`src/rtl/instr_register_pkg.sv`:
```
// instr_register_pkg: shared register-file types plus arbiter id, state and latency types
package instr_register_pkg;
  typedef enum logic [3:0] {ZERO, PASSA, PASSB, ADD, SUB, MULT, DIV, MOD} opcode_t;
  typedef logic signed [31:0] operand_t;
  typedef logic [4:0] address_t;
  typedef struct packed {
    opcode_t  opc;
    operand_t op_a;
    operand_t op_b;
  } instruction_t;
  typedef logic [1:0] req_id_t;
  typedef enum logic [1:0] {IDLE, WR, RD_WAIT, RESP} arb_state_t;
  localparam int RD_LATENCY_MAX = 3;
  typedef logic [$clog2(RD_LATENCY_MAX+1)-1:0] lat_cnt_t;
endpackage

```
`src/rtl/instr_register_arbiter_rr_arbiter.sv`:
```
// rr_arbiter: combinational round-robin pick; req/rr_ptr in, one-hot grant and winner id out
module rr_arbiter
  import instr_register_pkg::*;
#(
  parameter int NUM_REQ = 2
) (
  input  logic [NUM_REQ-1:0] req,
  input  req_id_t            rr_ptr,
  output logic [NUM_REQ-1:0] grant,
  output req_id_t            winner
);
  logic found;
  always_comb begin
    grant  = '0;
    winner = '0;
    found  = 1'b0;
    for (int k = 0; k < NUM_REQ; k++)
      for (int i = 0; i < NUM_REQ; i++)
        if (!found && req[i] && i == (int'(rr_ptr) + k) % NUM_REQ) begin
          found    = 1'b1;
          grant[i] = 1'b1;
          winner   = req_id_t'(i);
        end
  end
endmodule

```
`src/rtl/instr_register_arbiter.sv`:
```
// instr_register_arbiter: serializes NUM_REQ requesters onto instr_register
//   req_*  : per-requester valid/ready command ports (write or read)
//   rsp_*  : registered read response pulse with owner id, word and unwritten-error flag
//   load_en/write_pointer/read_pointer/opcode/operand_* : registered register-file drive
//   instruction_word : register-file read data; written_map : per-location written bitmap
module instr_register_arbiter
  import instr_register_pkg::*;
#(
  parameter int NUM_REQ    = 2,
  parameter int RD_LATENCY = 1
) (
  input  logic               clk,
  input  logic               reset,
  input  logic [NUM_REQ-1:0] req_valid,
  output logic [NUM_REQ-1:0] req_ready,
  input  logic [NUM_REQ-1:0] req_write,
  input  address_t           req_addr   [NUM_REQ],
  input  opcode_t            req_opcode [NUM_REQ],
  input  operand_t           req_op_a   [NUM_REQ],
  input  operand_t           req_op_b   [NUM_REQ],
  output logic               rsp_valid,
  output req_id_t            rsp_id,
  output instruction_t       rsp_word,
  output logic               rsp_err,
  output logic               load_en,
  output address_t           write_pointer,
  output address_t           read_pointer,
  output opcode_t            opcode,
  output operand_t           operand_a,
  output operand_t           operand_b,
  input  instruction_t       instruction_word,
  output logic [31:0]        written_map
);
  arb_state_t   state_q, state_d;
  req_id_t      rr_ptr_q, rr_ptr_d, id_q, id_d, winner;
  lat_cnt_t     lat_cnt_q, lat_cnt_d;
  logic         err_q, err_d;
  logic         load_en_q, load_en_d, rsp_valid_q, rsp_valid_d, rsp_err_q, rsp_err_d;
  req_id_t      rsp_id_q, rsp_id_d;
  instruction_t rsp_word_q, rsp_word_d;
  address_t     write_pointer_q, write_pointer_d, read_pointer_q, read_pointer_d;
  opcode_t      opcode_q, opcode_d;
  operand_t     operand_a_q, operand_a_d, operand_b_q, operand_b_d;
  logic [31:0]  written_map_q, written_map_d;
  logic [NUM_REQ-1:0] grant;
  logic         accept, sel_write, sel_known;
  address_t     sel_addr;
  opcode_t      sel_opc;
  operand_t     sel_a, sel_b;

  rr_arbiter #(.NUM_REQ(NUM_REQ)) u_rr (
    .req    (req_valid),
    .rr_ptr (rr_ptr_q),
    .grant  (grant),
    .winner (winner)
  );

  assign accept    = (state_q == IDLE) && |req_valid;
  assign req_ready = (state_q == IDLE) ? grant : '0;
  assign sel_known = written_map_q[sel_addr];

  always_comb begin
    sel_write = 1'b0;
    sel_addr  = '0;
    sel_opc   = ZERO;
    sel_a     = '0;
    sel_b     = '0;
    for (int i = 0; i < NUM_REQ; i++)
      if (grant[i]) begin
        sel_write = req_write[i];
        sel_addr  = req_addr[i];
        sel_opc   = req_opcode[i];
        sel_a     = req_op_a[i];
        sel_b     = req_op_b[i];
      end
  end

  always_ff @(posedge clk) begin
    if (reset) begin
      state_q         <= IDLE;
      rr_ptr_q        <= '0;
      id_q            <= '0;
      lat_cnt_q       <= '0;
      err_q           <= 1'b0;
      load_en_q       <= 1'b0;
      rsp_valid_q     <= 1'b0;
      rsp_err_q       <= 1'b0;
      rsp_id_q        <= '0;
      rsp_word_q      <= '0;
      write_pointer_q <= '0;
      read_pointer_q  <= 5'h1F;
      opcode_q        <= ZERO;
      operand_a_q     <= '0;
      operand_b_q     <= '0;
      written_map_q   <= '0;
    end else begin
      state_q         <= state_d;
      rr_ptr_q        <= rr_ptr_d;
      id_q            <= id_d;
      lat_cnt_q       <= lat_cnt_d;
      err_q           <= err_d;
      load_en_q       <= load_en_d;
      rsp_valid_q     <= rsp_valid_d;
      rsp_err_q       <= rsp_err_d;
      rsp_id_q        <= rsp_id_d;
      rsp_word_q      <= rsp_word_d;
      write_pointer_q <= write_pointer_d;
      read_pointer_q  <= read_pointer_d;
      opcode_q        <= opcode_d;
      operand_a_q     <= operand_a_d;
      operand_b_q     <= operand_b_d;
      written_map_q   <= written_map_d;
    end
  end

  // Reads of never-written locations skip RD_WAIT and answer with an error.
  always_comb begin
    state_d = (state_q == WR || state_q == RESP) ? IDLE :
              (state_q == RD_WAIT) ? (lat_cnt_q == '0 ? RESP : RD_WAIT) :
              !accept ? IDLE :
              sel_write ? WR :
              (sel_known && RD_LATENCY > 0) ? RD_WAIT : RESP;
  end

  always_comb begin
    rr_ptr_d        = accept ? (int'(winner) == NUM_REQ - 1 ? '0 : winner + req_id_t'(1)) : rr_ptr_q;
    id_d            = accept ? winner : id_q;
    err_d           = accept ? !sel_write && !sel_known : err_q;
    lat_cnt_d       = accept ? lat_cnt_t'(RD_LATENCY - 1) :
                      (state_q == RD_WAIT) ? lat_cnt_q - lat_cnt_t'(1) : lat_cnt_q;
    load_en_d       = accept && sel_write;
    write_pointer_d = load_en_d ? sel_addr : write_pointer_q;
    opcode_d        = load_en_d ? sel_opc : opcode_q;
    operand_a_d     = load_en_d ? sel_a : operand_a_q;
    operand_b_d     = load_en_d ? sel_b : operand_b_q;
    written_map_d   = written_map_q | (load_en_d ? 32'(1) << sel_addr : 32'd0);
    read_pointer_d  = (accept && !sel_write && sel_known) ? sel_addr : read_pointer_q;
    rsp_valid_d     = state_q == RESP;
    rsp_id_d        = rsp_valid_d ? id_q : rsp_id_q;
    rsp_err_d       = rsp_valid_d ? err_q : rsp_err_q;
    rsp_word_d      = rsp_valid_d ? (err_q ? '0 : instruction_word) : rsp_word_q;
  end

  assign load_en       = load_en_q;
  assign write_pointer = write_pointer_q;
  assign read_pointer  = read_pointer_q;
  assign opcode        = opcode_q;
  assign operand_a     = operand_a_q;
  assign operand_b     = operand_b_q;
  assign rsp_valid     = rsp_valid_q;
  assign rsp_id        = rsp_id_q;
  assign rsp_word      = rsp_word_q;
  assign rsp_err       = rsp_err_q;
  assign written_map   = written_map_q;
endmodule
```
`config.mk`:
```
export PLATFORM = sky130hd
export DESIGN_NAME = instr_register_arbiter
export DESIGN_NICKNAME = d
export VERILOG_FILES = /design/src/rtl/instr_register_pkg.sv /design/src/rtl/instr_register_arbiter_rr_arbiter.sv /design/src/rtl/instr_register_arbiter.sv
export SDC_FILE = /design/constraint.sdc
export NUM_CORES = 1
export LEC_CHECK = 0
export ABC_AREA = 1
export BUFFER_PORTS_ARGS = -buffer_cell sky130_fd_sc_hd__buf_2
export CORE_AREA = 2 2 155 157
export CTS_BUF_LIST = sky130_fd_sc_hd__clkbuf_4 sky130_fd_sc_hd__clkbuf_8 sky130_fd_sc_hd__clkbuf_16
export DETAILED_ROUTE_END_ITERATION = 12
export DIE_AREA = 0 0 157 159
export PLACE_DENSITY = 0.63
export SKIP_CTS_REPAIR_TIMING = 1
export SKIP_LAST_GASP = 1
export SLEW_MARGIN = 10
export SYNTH_ARGS = -nofsm -noshare
export SYNTH_HDL_FRONTEND = slang
export SYNTH_SLANG_ARGS = --single-unit
```
`constraint.sdc`:
```
create_clock -name clk -period 2.4 [get_ports clk]
set_clock_uncertainty 0.1 [all_clocks]
set_input_delay 0.24 -clock clk [delete_from_list [all_inputs] [get_ports clk]]
set_output_delay 0.24 -clock clk [all_outputs]
set_load 0.02 [all_outputs]
```
# After elaboration in Yosys (flattened, before gate mapping)
# Index checks and enable logic that the tools add are counted.
[classes]
n_reduce_logical = 25
addsub = 3
order_cmp = 1
mul = 0
n_div = 0
eq_ne = 5
shifts = 1
n_mux = 30
n_bitwise = 2
[op_table]
columns = ["cell", "count"]
rows = [
  ["2-to-1 mux 32 bit", 5],
  ["2-to-1 mux 68 bit", 1],
  ["logical NOT 32 bit", 2],
  ["bitwise OR 32 bit", 1],
  ["left shift 1 x 5 -> 32 bit, first input constant", 1],
  ["2-to-1 mux 1 bit", 15],
  ["logical AND 1 bit", 12],
  ["2-to-1 mux 5 bit", 2],
  ["2-to-1 mux 2 bit", 4],
  ["2-to-1 mux 4 bit", 2],
  ["equality test 2 bit, second input constant", 3],
  ["< comparator 5 x 6 -> 1 bit, second input constant", 1],
  ["OR reduction 2 bit", 3],
  ["binary-select mux 1 bit (select 5 bit)", 1],
  ["logical NOT 1 bit", 5],
  ["logical NOT 2 bit", 2],
  ["adder 1 bit, second input constant", 2],
  ["equality test 2 x 1 -> 1 bit, second input constant", 1],
  ["equality test 2 bit, first input constant", 1],
  ["subtractor 2 x 1 -> 2 bit, second input constant", 1],
  ["bitwise AND 1 bit, first input constant", 1],
  ["logical OR 1 bit", 1],
]
[word_totals]
output_inout_bits = 185
n_memories = 0
mem_bits_rw = 0
in_bits = 220
register_bits = 191
romBits = 0
latchBits = 0
wordCells = 85

# Depth between registers and ports, before layout
[logic_depth]
word_depth = 22
ltp_mapped = 15
ltp_nobuf = 15

# Cells and area by module
# A second synthesis with hierarchy kept.
[hier_totals]
hier_cells = 980
area_unflattened_um2 = 7576.0
[by_module_without_submodules]
columns = ["module", "area_each_um2", "n_inst", "seq_area_each_um2", "cells_per_inst"]
rows = [
  ["instr_register_arbiter", 7541.0, 1, 3843.7, 972],
  ["rr_arbiter", 35.0, 1, 0.0, 8],
]

# Least setup slack after synthesis
# Ideal clock, no wire load.
[synth_path]
kind = "input -> register"
startpoint = "input port req_valid[1]"
endpoint = "register read_pointer_q[4], in the netlist read_pointer[4]"
slack_ns = 0.633
arrival_time_ns = 1.535
stages = 14
n_path_buf = 2
cell_sequence = "buf_4 > nand2_4 > nand3_4 > nand2_4 > buf_6 > nand2_1 > nand2_1 > nand2_1 > nand3_1 > nand3_1 > nand3_4 > nand3_2 > nand2_1 > nand3_1"
[synth_between]
elab_chain_cells = 15
word_cells_on_any_way = 24
[synth_rtl]
columns = ["item", "line", "text"]
rows = [
  ["start: declaration", "instr_register_arbiter.sv:14", "input logic [NUM_REQ-1:0] req_valid,"],
  ["logical AND 1 bit (2 in a row)", "instr_register_arbiter_rr_arbiter.sv:19", "if (!found && req[i] && i == (int'(rr_ptr) + k) % NUM_REQ) begin"],
  ["2-to-1 mux 1 bit", "instr_register_arbiter_rr_arbiter.sv:19", ""],
  ["logical NOT 1 bit", "instr_register_arbiter_rr_arbiter.sv:19", ""],
  ["logical AND 1 bit (2 in a row)", "instr_register_arbiter_rr_arbiter.sv:19", ""],
  ["2-to-1 mux 1 bit", "instr_register_arbiter_rr_arbiter.sv:19", ""],
  ["logical NOT 1 bit", "instr_register_arbiter_rr_arbiter.sv:19", ""],
  ["logical AND 1 bit (2 in a row)", "instr_register_arbiter_rr_arbiter.sv:19", ""],
  ["2-to-1 mux 1 bit", "instr_register_arbiter_rr_arbiter.sv:19", ""],
  ["2-to-1 mux 5 bit or 2-to-1 mux 1 bit (tied branches)", "instr_register_arbiter.sv:69", "if (grant[i]) begin"],
  ["binary-select mux 1 bit (select 5 bit) or logical NOT 1 bit (tied branches)", "instr_register_arbiter.sv:60, instr_register_arbiter.sv:137", ""],
  ["2-to-1 mux 1 bit (implied by the code) or logical AND 1 bit (tied branches)", "instr_register_arbiter.sv:60, instr_register_arbiter.sv:137", ""],
  ["logical AND 1 bit", "instr_register_arbiter.sv:137", "read_pointer_d = (accept && !sel_write && sel_known) ? sel_addr : read_pointer_q;"],
  ["end signal: assignment", "instr_register_arbiter.sv:108", "read_pointer_q <= read_pointer_d;"],
  ["end: declaration", "instr_register_arbiter.sv:41", "address_t write_pointer_q, write_pointer_d, read_pointer_q, read_pointer_d;"],
]
# Several ways; a longest one is shown, not always the timed one. The select of a mux whose other input is x is not followed.
# A chain may end at the register's enable or synchronous reset.

# Final worst setup path
[layout_path]
startpoint = "register state_q[1]"
endpoint = "output port req_ready[1]"
[layout_between]
elab_chain_cells = 2
[layout_rtl]
columns = ["item", "line", "text"]
rows = [
  ["start: declaration", "instr_register_arbiter.sv:34", "arb_state_t state_q, state_d;"],
  ["start signal: assignment", "instr_register_arbiter.sv:97", "state_q <= state_d;"],
  ["logical NOT 2 bit", "instr_register_arbiter.sv:59", "assign req_ready = (state_q == IDLE) ? grant : '0;"],
  ["2-to-1 mux 2 bit", "instr_register_arbiter.sv:59", ""],
  ["end: declaration", "instr_register_arbiter.sv:15", "output logic [NUM_REQ-1:0] req_ready,"],
]
# Every way passes these cells.

==> flow_metrics.py <==
metrics = {
    "placed_design": {
        "gp_congestion": 0.870,
        "post-place-cells": 1670,
        "place_hpwl_mm": 19.1,
        "portBuffers": 403,
    },
    "floorplan": {
        "fp.dieW_um": 157,
        "floorplan.initialDensity_pct": 33.3,
        "std_cell_rows": 56,
        "die-height_um": 159,
        "die_area_mm2": 0.0250,
        "num_io_pins": 405,
        "core_mm2": 0.0232,
    },
    "route": {
        "vias": 9256,
        "wl_per_cell_um": 15.8,
        "drc": 0,
        "dr.pass1.iters": 6,
        "wl_mm": 29.6,
        "antenna_left": 0,
        "viasPerCell": 4.95,
        "drt_iter0_drc": 718,
    },
    "cts": {
        "cts_max_path_buffers": 2,
        "cts_max_level": 4,
        "clkLatencyLatePin_ns": 0.43,
        "cts_sinks": 189,
        "cts_tree": "done",
        "root_buffer": "clkbuf_16",
        "cts_made_buffers": 17,
        "clkTransAtPathRegs_ns": 0.07,
    },
    "synthesis": {
        "ys_ff_latch": 189,
        "synthDistinctLibCells": 35,
        "synth_area_leaders": "dfxtp_1 49%, nand2_1 13%, a21oi_1 7.0%",
        "yosys.area.top_type": "dfxtp_1",
        "ys_seq_area_share_pct": 49.1,
        "ys_warn_count": 0,
        "yosysTopAreaCellShare_pct": 49.1,
        "syn_area_per_cell_um2": 7.57,
        "syn_inst": 1019,
        "syn_nets": 1240,
        "synth_edf_count": 0,
        "synth-async-reset-ratio_pct": 0,
        "mappedNetlistArea_mm2": 0.00771,
        "synth_flop_cell": "dfxtp_1",
    },
    "worst_setup_path": {
        "path_delay_family": "buffers and inverters",
        "crit_path_top_delay_cell": "dfxtp_1",
        "cp-end-kind": "output pin",
        "crit_required_ns": 2.06,
        "path_class": "reg -> out",
        "crit_fanout": 4,
        "crit_path_start_kind": "flop",
        "path_common_cell": "nor2_1",
        "cpPeakStageDelay_ns": 0.34,
        "worstPathArrival_ns": 1.77,
        "path_buf_inv": 2,
        "path_cells": "nor2_1, o21ai_0, buf_4, nor2_1, buf_2",
    },
    "sta": {
        "grt_setup_unrepaired": "no",
        "hold_violations": 5,
        "max-slew-margin-rel_pct": 48.1,
        "fin_setup_tns_ns": 0,
        "slew_viol_final": 0,
        "fin_worst_hold_slack_ns": -0.0160,
        "max_freq_mhz": 474,
        "setup_viol": 0,
        "fin_crit_ns": 2.11,
        "fin_crit_sh_pct": 87.8,
        "worst_pin_slew_ns": 0.778,
    },
    "power": {
        "p_int_w": 0.00570,
        "pwr-share-seq_pct": 41.7,
        "power_frac_clock_pct": 31.6,
        "leakagePower_nw": 5.54,
        "power_density_mw_per_mm2": 714,
        "ir_worst_vdd_v": 0.000341,
        "p_comb_share_pct": 26.7,
        "p_sw_w": 0.00299,
        "power.share.switching_pct": 34.4,
    },
    "final_layout": {
        "multi_input_area_mm2": 0.00347,
        "area_growth_pct": 57.6,
        "stdcell_count": 1869,
        "final_util_pct": 52.4,
        "mostFrequentLayoutCells": "402 x buf_2, 268 x nand2_1, 189 x dfxtp_1",
        "ff_latch_area_mm2": 0.00378,
        "final_nets": 1755,
        "fillers": 2160,
        "final_common_cell": "buf_2",
        "drive_above_1_share_pct": 31.0,
    },
    "global_route": {
        "grt_pass1_wl_mm": 40.9,
        "grt_pass1_vias": 7818,
        "grt_overflow": 0,
        "antenna_found_initial": 3,
        "grt.total_usage_pct": 20.6,
        "grt_max_degree": 147,
    },
    "run_status": {
        "status": "finished, violations left",
        "violations": "hold timing",
    },
    "worst_hold_path": {
        "min_path_type": "in -> reg",
    },
    "flow_run": {
        "drv_cap": 0,
    },
}
==> cells in the mapped netlist (2+ instances only) <==
cell type,instances
inv_1,23
o21ai_1,3
nand4_1,6
nor2_4,2
clkbuf_1,55
dfxtp_1,189
nor2_1,45
inv_2,4
o21ai_0,75
nand2_4,4
buf_4,4
nand2_1,269
buf_1,6
nor3_1,17
nand3b_1,2
a21oi_1,108
nand2_2,4
buf_6,3
a31oi_1,69
nand3_1,95
buf_2,15
nand3_4,4
nand3_2,5
==> metal layers <==
layer | GRT usage, % | vias to the layer above | wire, um
li1 | - | 4488 | -
met1 | 23.8 | 4229 | 11500
met2 | 35.2 | 475 | 14600
met3 | 7.10 | 64 | 2690
met4 | 7.09 | 0 | 792
met5 | 0 | - | 0
==> power groups by stage <==
| stage | combinational, W | sequential (W) | clock (W) |
|---|---|---|---|
| floorplan | 0.000954 | 0.00403 | 0 |
| CTS | 0.00210 | 0.00362 | 0.00281 |
| finish | 0.00232 | 0.00362 | 0.00274 |
| global placement | 0.00207 | 0.00368 | 0 |
| detailed placement | 0.00209 | 0.00368 | 0 |
| global route | 0.00253 | 0.00366 | 0.00295 |
==> worst paths after layout <==
kind | from | end | slack (ns) | cells after the start
setup / recovery | state_q[1] | req_ready[1] | 0.29 | 5
hold / removal | req_op_a[3] | operand_a[3] | -0.02 | 3
setup reg to reg | rr_ptr_q[0] | read_pointer[4] | 0.35 | 13
hold reg to reg | rsp_word[9] | rsp_word[9] | 0.36 | 2
==> layout make-up <==
class / instances / area share [%]
antenna: 3 / 0.0618
tap: 319 / 3.28
clock inverter: 14 / 1.07
clock buffer: 18 / 3.56
inverter: 29 / 0.916
sequential: 189 / 31.1
timing repair buffer: 579 / 31.5
multi-input combinational: 718 / 28.5
==> logic make-up (layout without fill, tap and decap cells) <==
logic type	after synthesis	count (layout)	synth area share, %
simple gates	455	455	26.1
compound gates	260	260	18.3
flops	189	189	49.1
buf+inv	112	640	6.21
fa+ha+maj	1	1	0.162
other cells	1	4	0.0486
xor+xnor	1	1	0.114
==> stage by stage <==
stage               setup WS, ns  area [um2]  total power, W  hold WS [ns]
floorplan                  0.633        7710         0.00498         0.284
global placement           0.434        9940         0.00576         0.347
detailed placement         0.373        9940         0.00577         0.352
CTS                        0.206       10500         0.00852       -0.0710
global route               0.104       12200         0.00913      -0.00552
finish                     0.292       12200         0.00868       -0.0160
==> sequential cells by signal (all words and copies together) (netlist names) <==
signal         cells
rsp_id             1
err_q              1
read_pointer       5
state_q            2
id_q               1
rsp_word          68
written_map       32
opcode             4
load_en            1
rsp_err            1
operand_a         32
lat_cnt_q          2
rr_ptr_q           1
rsp_valid          1
operand_b         32
write_pointer      5
==> worst reg2reg max path: stages (launching register included) <==
cell	delay [ns]
dfxtp_1	0.39
inv_2	0.07
nand2_4	0.10
nand3_4	0.14
nand2_4	0.23
nand2_1	0.17
nor2_1	0.12
nor2_1	0.05
nand2_1	0.06
nand3_2	0.08
nand3_4	0.12
nand3_2	0.13
nand2_1	0.09
nand3_1	0.06
Power figures use the tool's default switching activity.
